--- config.mk ---
export PLATFORM = sky130hd
export DESIGN_NAME = mem_arbiter
export DESIGN_NICKNAME = d
export VERILOG_FILES = /design/src/rtl/mem_arbiter.sv
export SDC_FILE = /design/constraint.sdc
export NUM_CORES = 1
export LEC_CHECK = 0
export CAP_MARGIN = 20
export CELL_PAD_IN_SITES_DETAIL_PLACEMENT = 2
export CELL_PAD_IN_SITES_GLOBAL_PLACEMENT = 2
export CORE_MARGIN = 5
export CORE_UTILIZATION = 30
export CTS_CLUSTER_DIAMETER = 150
export DETAILED_ROUTE_END_ITERATION = 16
export PLACE_DENSITY_LB_ADDON = 0.25
export SLEW_MARGIN = 15
export SYNTH_ARGS = -nofsm -noshare
export SYNTH_HDL_FRONTEND = slang
export SYNTH_SLANG_ARGS = --single-unit
export TNS_END_PERCENT = 10
--- constraint.sdc ---
create_clock -name clock -period 3 [get_ports clock]
set_input_delay 0.3 -clock clock [delete_from_list [all_inputs] [get_ports clock]]
set_output_delay 0.3 -clock clock [all_outputs]
set_load 0.05 [all_outputs]
--- src/rtl/mem_arbiter.sv ---
// Two-requester round-robin controller for the main RAM.
// Requester 0 is instruction fetch, requester 1 is data load/store.
// One access is in flight at a time. The winner's request is latched in IDLE,
// the RAM strobe is held for ACCESS_CYCLES cycles, and a one-cycle ack returns
// the captured read data. Out-of-range addresses skip the RAM and return an error.
module mem_arbiter #(
  parameter int DEPTH         = 512,
  parameter int ACCESS_CYCLES = 1
) (
  input  logic        clock,
  input  logic        clear_n,
  input  logic        m0_req,
  input  logic        m0_we,
  input  logic [31:0] m0_addr,
  input  logic [31:0] m0_wdata,
  output logic        m0_ack,
  output logic        m0_err,
  output logic [31:0] m0_rdata,
  input  logic        m1_req,
  input  logic        m1_we,
  input  logic [31:0] m1_addr,
  input  logic [31:0] m1_wdata,
  output logic        m1_ack,
  output logic        m1_err,
  output logic [31:0] m1_rdata,
  output logic        ram_read,
  output logic        ram_write,
  output logic [31:0] ram_addr,
  output logic [31:0] ram_data,
  input  logic [31:0] ram_rdata,
  output logic        busy
);

  localparam int CNT_W = 4;

  typedef enum logic [1:0] {
    IDLE   = 2'd0,
    ACCESS = 2'd1,
    RESP   = 2'd2
  } state_t;

  state_t           r_state;
  state_t           w_next_state;

  // Latched request of the current winner
  logic             r_grant;
  logic             r_last_grant;
  logic             r_we;
  logic             r_err;
  logic [31:0]      r_addr;
  logic [31:0]      r_wdata;
  logic [CNT_W-1:0] r_cnt;

  logic             w_any;
  logic             w_win;
  logic             w_sel_we;
  logic [31:0]      w_sel_addr;
  logic [31:0]      w_sel_wdata;
  logic             w_in_range;
  logic             w_start;
  logic             w_start_ok;
  logic             w_cnt_done;

  logic             w_ack_fire;
  logic [31:0]      w_resp_data;
  logic             w_ram_read_nxt;
  logic             w_ram_write_nxt;
  logic [31:0]      w_ram_addr_nxt;
  logic [31:0]      w_ram_data_nxt;
  logic             w_busy_nxt;

  // Round-robin pick: a lone requester wins; on contention the one not served last wins.
  assign w_any       = m0_req | m1_req;
  assign w_win       = (m0_req & m1_req) ? ~r_last_grant : m1_req;
  assign w_sel_we    = w_win ? m1_we    : m0_we;
  assign w_sel_addr  = w_win ? m1_addr  : m0_addr;
  assign w_sel_wdata = w_win ? m1_wdata : m0_wdata;
  assign w_in_range  = (w_sel_addr < 32'(DEPTH));
  assign w_start     = (r_state == IDLE) && w_any;
  assign w_start_ok  = w_start && w_in_range;
  assign w_cnt_done  = (r_cnt == '0);

  // State register
  always_ff @(posedge clock or negedge clear_n) begin
    // NOTE: sequential state uses non-blocking assignments so every flop samples pre-edge values.
    if (!clear_n) r_state <= IDLE;
    else          r_state <= w_next_state;
  end

  // Next-state logic
  always_comb begin
    // NOTE: default first so every path assigns w_next_state and no latch is inferred.
    w_next_state = r_state;
    unique case (r_state)
      IDLE:    if (w_any) w_next_state = w_in_range ? ACCESS : RESP;
      ACCESS:  if (w_cnt_done) w_next_state = RESP;
      RESP:    w_next_state = IDLE;
      default: w_next_state = IDLE;
    endcase
  end

  // Next values of the registered outputs
  always_comb begin
    w_ram_read_nxt  = 1'b0;
    w_ram_write_nxt = 1'b0;
    w_ram_addr_nxt  = '0;
    w_ram_data_nxt  = '0;
    // Normal accesses complete on the last strobe edge; errors complete one edge after entering RESP.
    w_ack_fire      = ((r_state == ACCESS) && w_cnt_done) || ((r_state == RESP) && r_err);
    w_resp_data     = (r_err || r_we) ? 32'd0 : ram_rdata;
    w_busy_nxt      = (w_next_state != IDLE);
    if (w_start_ok) begin
      w_ram_read_nxt  = ~w_sel_we;
      w_ram_write_nxt = w_sel_we;
      w_ram_addr_nxt  = w_sel_addr;
      w_ram_data_nxt  = w_sel_we ? w_sel_wdata : 32'd0;
    end else if ((r_state == ACCESS) && !w_cnt_done) begin
      w_ram_read_nxt  = ~r_we;
      w_ram_write_nxt = r_we;
      w_ram_addr_nxt  = r_addr;
      w_ram_data_nxt  = r_we ? r_wdata : 32'd0;
    end
  end

  // Request latch, access counter and output registers
  always_ff @(posedge clock or negedge clear_n) begin
    if (!clear_n) begin
      r_grant      <= 1'b0;
      r_last_grant <= 1'b1;
      r_we         <= 1'b0;
      r_err        <= 1'b0;
      r_addr       <= '0;
      r_wdata      <= '0;
      r_cnt        <= '0;
      ram_read     <= 1'b0;
      ram_write    <= 1'b0;
      ram_addr     <= '0;
      ram_data     <= '0;
      busy         <= 1'b0;
      m0_ack       <= 1'b0;
      m0_err       <= 1'b0;
      m0_rdata     <= '0;
      m1_ack       <= 1'b0;
      m1_err       <= 1'b0;
      m1_rdata     <= '0;
    end else begin
      ram_read  <= w_ram_read_nxt;
      ram_write <= w_ram_write_nxt;
      ram_addr  <= w_ram_addr_nxt;
      ram_data  <= w_ram_data_nxt;
      busy      <= w_busy_nxt;

      if (w_start) begin
        r_grant      <= w_win;
        r_last_grant <= w_win;
        r_we         <= w_sel_we;
        r_addr       <= w_sel_addr;
        r_wdata      <= w_sel_wdata;
        r_err        <= ~w_in_range;
        r_cnt        <= CNT_W'(ACCESS_CYCLES - 1);
      end else if ((r_state == ACCESS) && !w_cnt_done) begin
        r_cnt <= r_cnt - 1'b1;
      end

      m0_ack <= w_ack_fire & ~r_grant;
      m1_ack <= w_ack_fire & r_grant;
      // err and rdata only change with that requester's own ack
      if (w_ack_fire && !r_grant) begin
        m0_err   <= r_err;
        m0_rdata <= w_resp_data;
      end
      if (w_ack_fire && r_grant) begin
        m1_err   <= r_err;
        m1_rdata <= w_resp_data;
      end
    end
  end

endmodule
==> flow_summary.json <==
{
  "coreArea_um2": 27900,
  "die_area_um2": 31700,
  "cts_inserted_buffers": 25,
  "pwr_density_cell_nw_per_um2": 703,
  "rsz0062_at_grt": "no",
  "fin_skew_ns": 0.0104,
  "status": "finished, final reports clean",
  "antenna_found_initial": 1,
  "multi_input_area_um2": 3060,
  "fp.dieW_um": 178,
  "worst_slack_ns": 0.629,
  "syn_nets": 880,
  "slew_viol_final": 0,
  "drc_errors": 0,
  "cpPeakStageDelay_ns": 0.49,
  "wl_um": 28200,
  "diodes": 0,
  "cts.path.max_buffers": 3,
  "post-cts-setup-buffers": 0,
  "slowest_stage": "nor3b_1",
  "portBuffers": 300,
  "grt_overflow": 0,
  "rows": 61,
  "p_leak_uw": 0.00564,
  "yosysSeqAreaShare_pct": 61.8,
  "synth.distinct_cells": 37,
  "worstSetupPathType": "reg -> reg",
  "syn2layout_area_growth_pct": 50.2,
  "worst_pin_slew_ns": 0.733,
  "cts_sinks": 209,
  "fmax_mhz": 422,
  "cts-root-buf": "clkbuf_16",
  "min_path_type": "in -> async",
  "setup_viol": 0,
  "globalplace.congestion": 0.764,
  "irDropWorstVdd_uv": 284,
  "cts_hold_buf": 1,
  "grt_pass1_wl_um": 43900,
  "nets": 1182,
  "drtAntennaViolNets": 0,
  "cts_resized": 0,
  "relSlewSlack_pct": 51.1,
  "crit_chain": "inv_1 -> ha_1 -> nor3b_1 -> nand3b_1 -> o21ai_1 -> nor2b_4 -> buf_12 -> mux2_1",
  "hold_violations": 0,
  "start_util_pct": 30.4,
  "first_global_vias": 7664,
  "post-dp-hpwl_um": 20500,
  "syn_avg_cell_area_um2": 11.9,
  "path_clk_slew_ns": 0.06,
  "fillers": 2808,
  "synthCells": 713,
  "cpLargestDelayFamily": "simple AND/OR/NAND/NOR gates",
  "synth_seq_cells": 209,
  "critPathMaxFanout": 34,
  "drive_gt1_share_pct": 5.82,
  "finalPower_uw": 8940,
  "grt_max_degree": 135,
  "grt_usage_pct": 17.6,
  "vias_per_cell": 4.65,
  "first_pass_iters": 4,
  "critPathRequiredTime_ns": 3.38,
  "critPathBufInv": 2,
  "wl_per_cell_um": 20.0,
  "drtIter0Drc": 189,
  "yosys_warnings": 0,
  "syn-cell-area_um2": 8470,
  "vias": 6547,
  "tns_ns": 0,
  "ios": 301,
  "yosysTopAreaCell": "dfrtp_1",
  "synth.area.top_cells": "dfrtp_1 (61%), mux2_1 (8.8%), mux2i_1 (7.8%)",
  "netlist.area_leader.share_pct": 61.5,
  "maxCapViolCount": 0,
  "insertion_delay_ns": 0.51,
  "post-place-ws_ns": 0.449,
  "htree_num_levels": 1,
  "cp-end-kind": "flip-flop",
  "fp.dieH_um": 178,
  "critPathArrivalTime_ns": 2.75,
  "worst_setup_path_start_kind": "flip-flop",
  "cts_tree": "done",
  "regArea_um2": 5230,
  "fin_crit_sh_pct": 79.0,
  "period_needed_ns": 2.37
}
-- stage by stage --
stage	std cells	hold slack, ns	utilization [%]	area (µm²)
after floorplan	713	0.00441	-	8470
after global placement	1365	0.388	42.9	12000
after detailed placement	1365	0.385	42.9	12000
after CTS	1409	0.437	45.6	12700
after global routing	1409	0.472	45.6	12700
final	1409	0.414	45.6	12700
-- report_power, final --
group	internal, µW	switching (µW)	leakage, µW	total [µW]
registers	3280	242	0.00276	3520
logic	994	1640	0.00252	2630
clock network	1650	1140	0.000367	2790
-- flip-flops by register name, indices dropped and copies added, names as in the netlist, 2 cells and up --
| name | flops |
|---|---|
| m0_rdata | 32 |
| m1_rdata | 32 |
| r_addr | 32 |
| r_cnt | 4 |
| r_state | 2 |
| r_wdata | 32 |
| ram_addr | 32 |
| ram_data | 32 |
-- final cells by class --
| type | instances | area share (%) |
|---|---|---|
| sequential | 209 | 41.1 |
| timing repair buffer | 318 | 25.0 |
| inverter | 4 | 0.118 |
| tap | 378 | 3.72 |
| multi-input combinational | 457 | 24.1 |
| clock inverter | 4 | 0.177 |
| clock buffer | 39 | 5.73 |
-- routing by layer --
| layer | wire [µm] | share of wire [%] | track usage [%] | vias to the layer above |
|---|---|---|---|---|
| li1 | - | - | - | 3038 |
| met1 | 11500 | 41 | 21.6 | 3276 |
| met2 | 14000 | 50 | 30.7 | 199 |
| met3 | 2190 | 7.8 | 5.26 | 32 |
| met4 | 461 | 1.6 | 3.42 | 2 |
| met5 | 7 | 0.025 | 0 | - |
-- cell usage in the layout (no fill, tap or decap), types with 3 or more instances in the layout --
| cell | netlist | routed |
|---|---|---|
| nand2_1 | 114 | 114 |
| nor2_1 | 9 | 7 |
| buf_12 | 0 | 3 |
| inv_1 | 4 | 4 |
| mux2_1 | 66 | 66 |
| buf_4 | 3 | 14 |
| o21ai_0 | 14 | 14 |
| mux2i_1 | 66 | 66 |
| clkbuf_16 | 0 | 25 |
| dfrtp_1 | 208 | 208 |
| clkinv_2 | 0 | 3 |
| clkbuf_8 | 0 | 5 |
| nor4_1 | 10 | 10 |
| o21ai_1 | 96 | 95 |
| and2_1 | 56 | 56 |
| clkbuf_1 | 26 | 9 |
| clkdlybuf4s50_1 | 0 | 299 |
-- final timing paths --
kind / start / to / slack, ns / cells past startpoint
min reg2reg: r_addr[20] / ram_addr[20] / 0.47 / 1
max in group asynchronous: clear_n / ram_data[3] / 1.63 / 3
min: clear_n / ram_addr[15] / 0.41 / 2
min in group clock: m0_wdata[9] / ram_data[9] / 0.47 / 3
max: r_cnt[0] / m0_rdata[13] / 0.63 / 8
max reg2reg: r_cnt[0] / m0_rdata[13] / 0.63 / 8
-- cell usage after synthesis --
master / instances
dfrtp_1: 208
nand2_1: 114
o21ai_1: 96
mux2_1: 66
mux2i_1: 66
and2_1: 56
clkbuf_1: 26
o21ai_0: 14
buf_2: 13
nor4_1: 10
nor2_1: 9
inv_1: 4
buf_4: 3
nand2b_1: 2
nor3_1: 2
o21a_1: 2
xor2_1: 2
a211oi_1: 1
a21boi_1: 1
a21boi_2: 1
a21o_1: 1
a21oi_1: 1
a22o_1: 1
a31oi_1: 1
buf_1: 1
dfstp_2: 1
ha_1: 1
nand3b_1: 1
nand4_1: 1
nor2b_1: 1
nor3_2: 1
nor3b_1: 1
o211ai_1: 1
o211ai_2: 1
or3_1: 1
or4_1: 1
xnor2_1: 1
-- kinds of logic (layout without fill, tap and decap cells) --
logic type	count (synthesis)	count (layout)	synth area share (%)
compound gates	121	121	7.55
xor+xnor	3	3	0.310
fa+ha+maj	1	1	0.148
buf+inv	47	365	2.41
flops	209	209	61.8
mux	132	132	16.6
simple gates	200	200	11.2
Note: power is estimated with default switching activity, not from simulation.
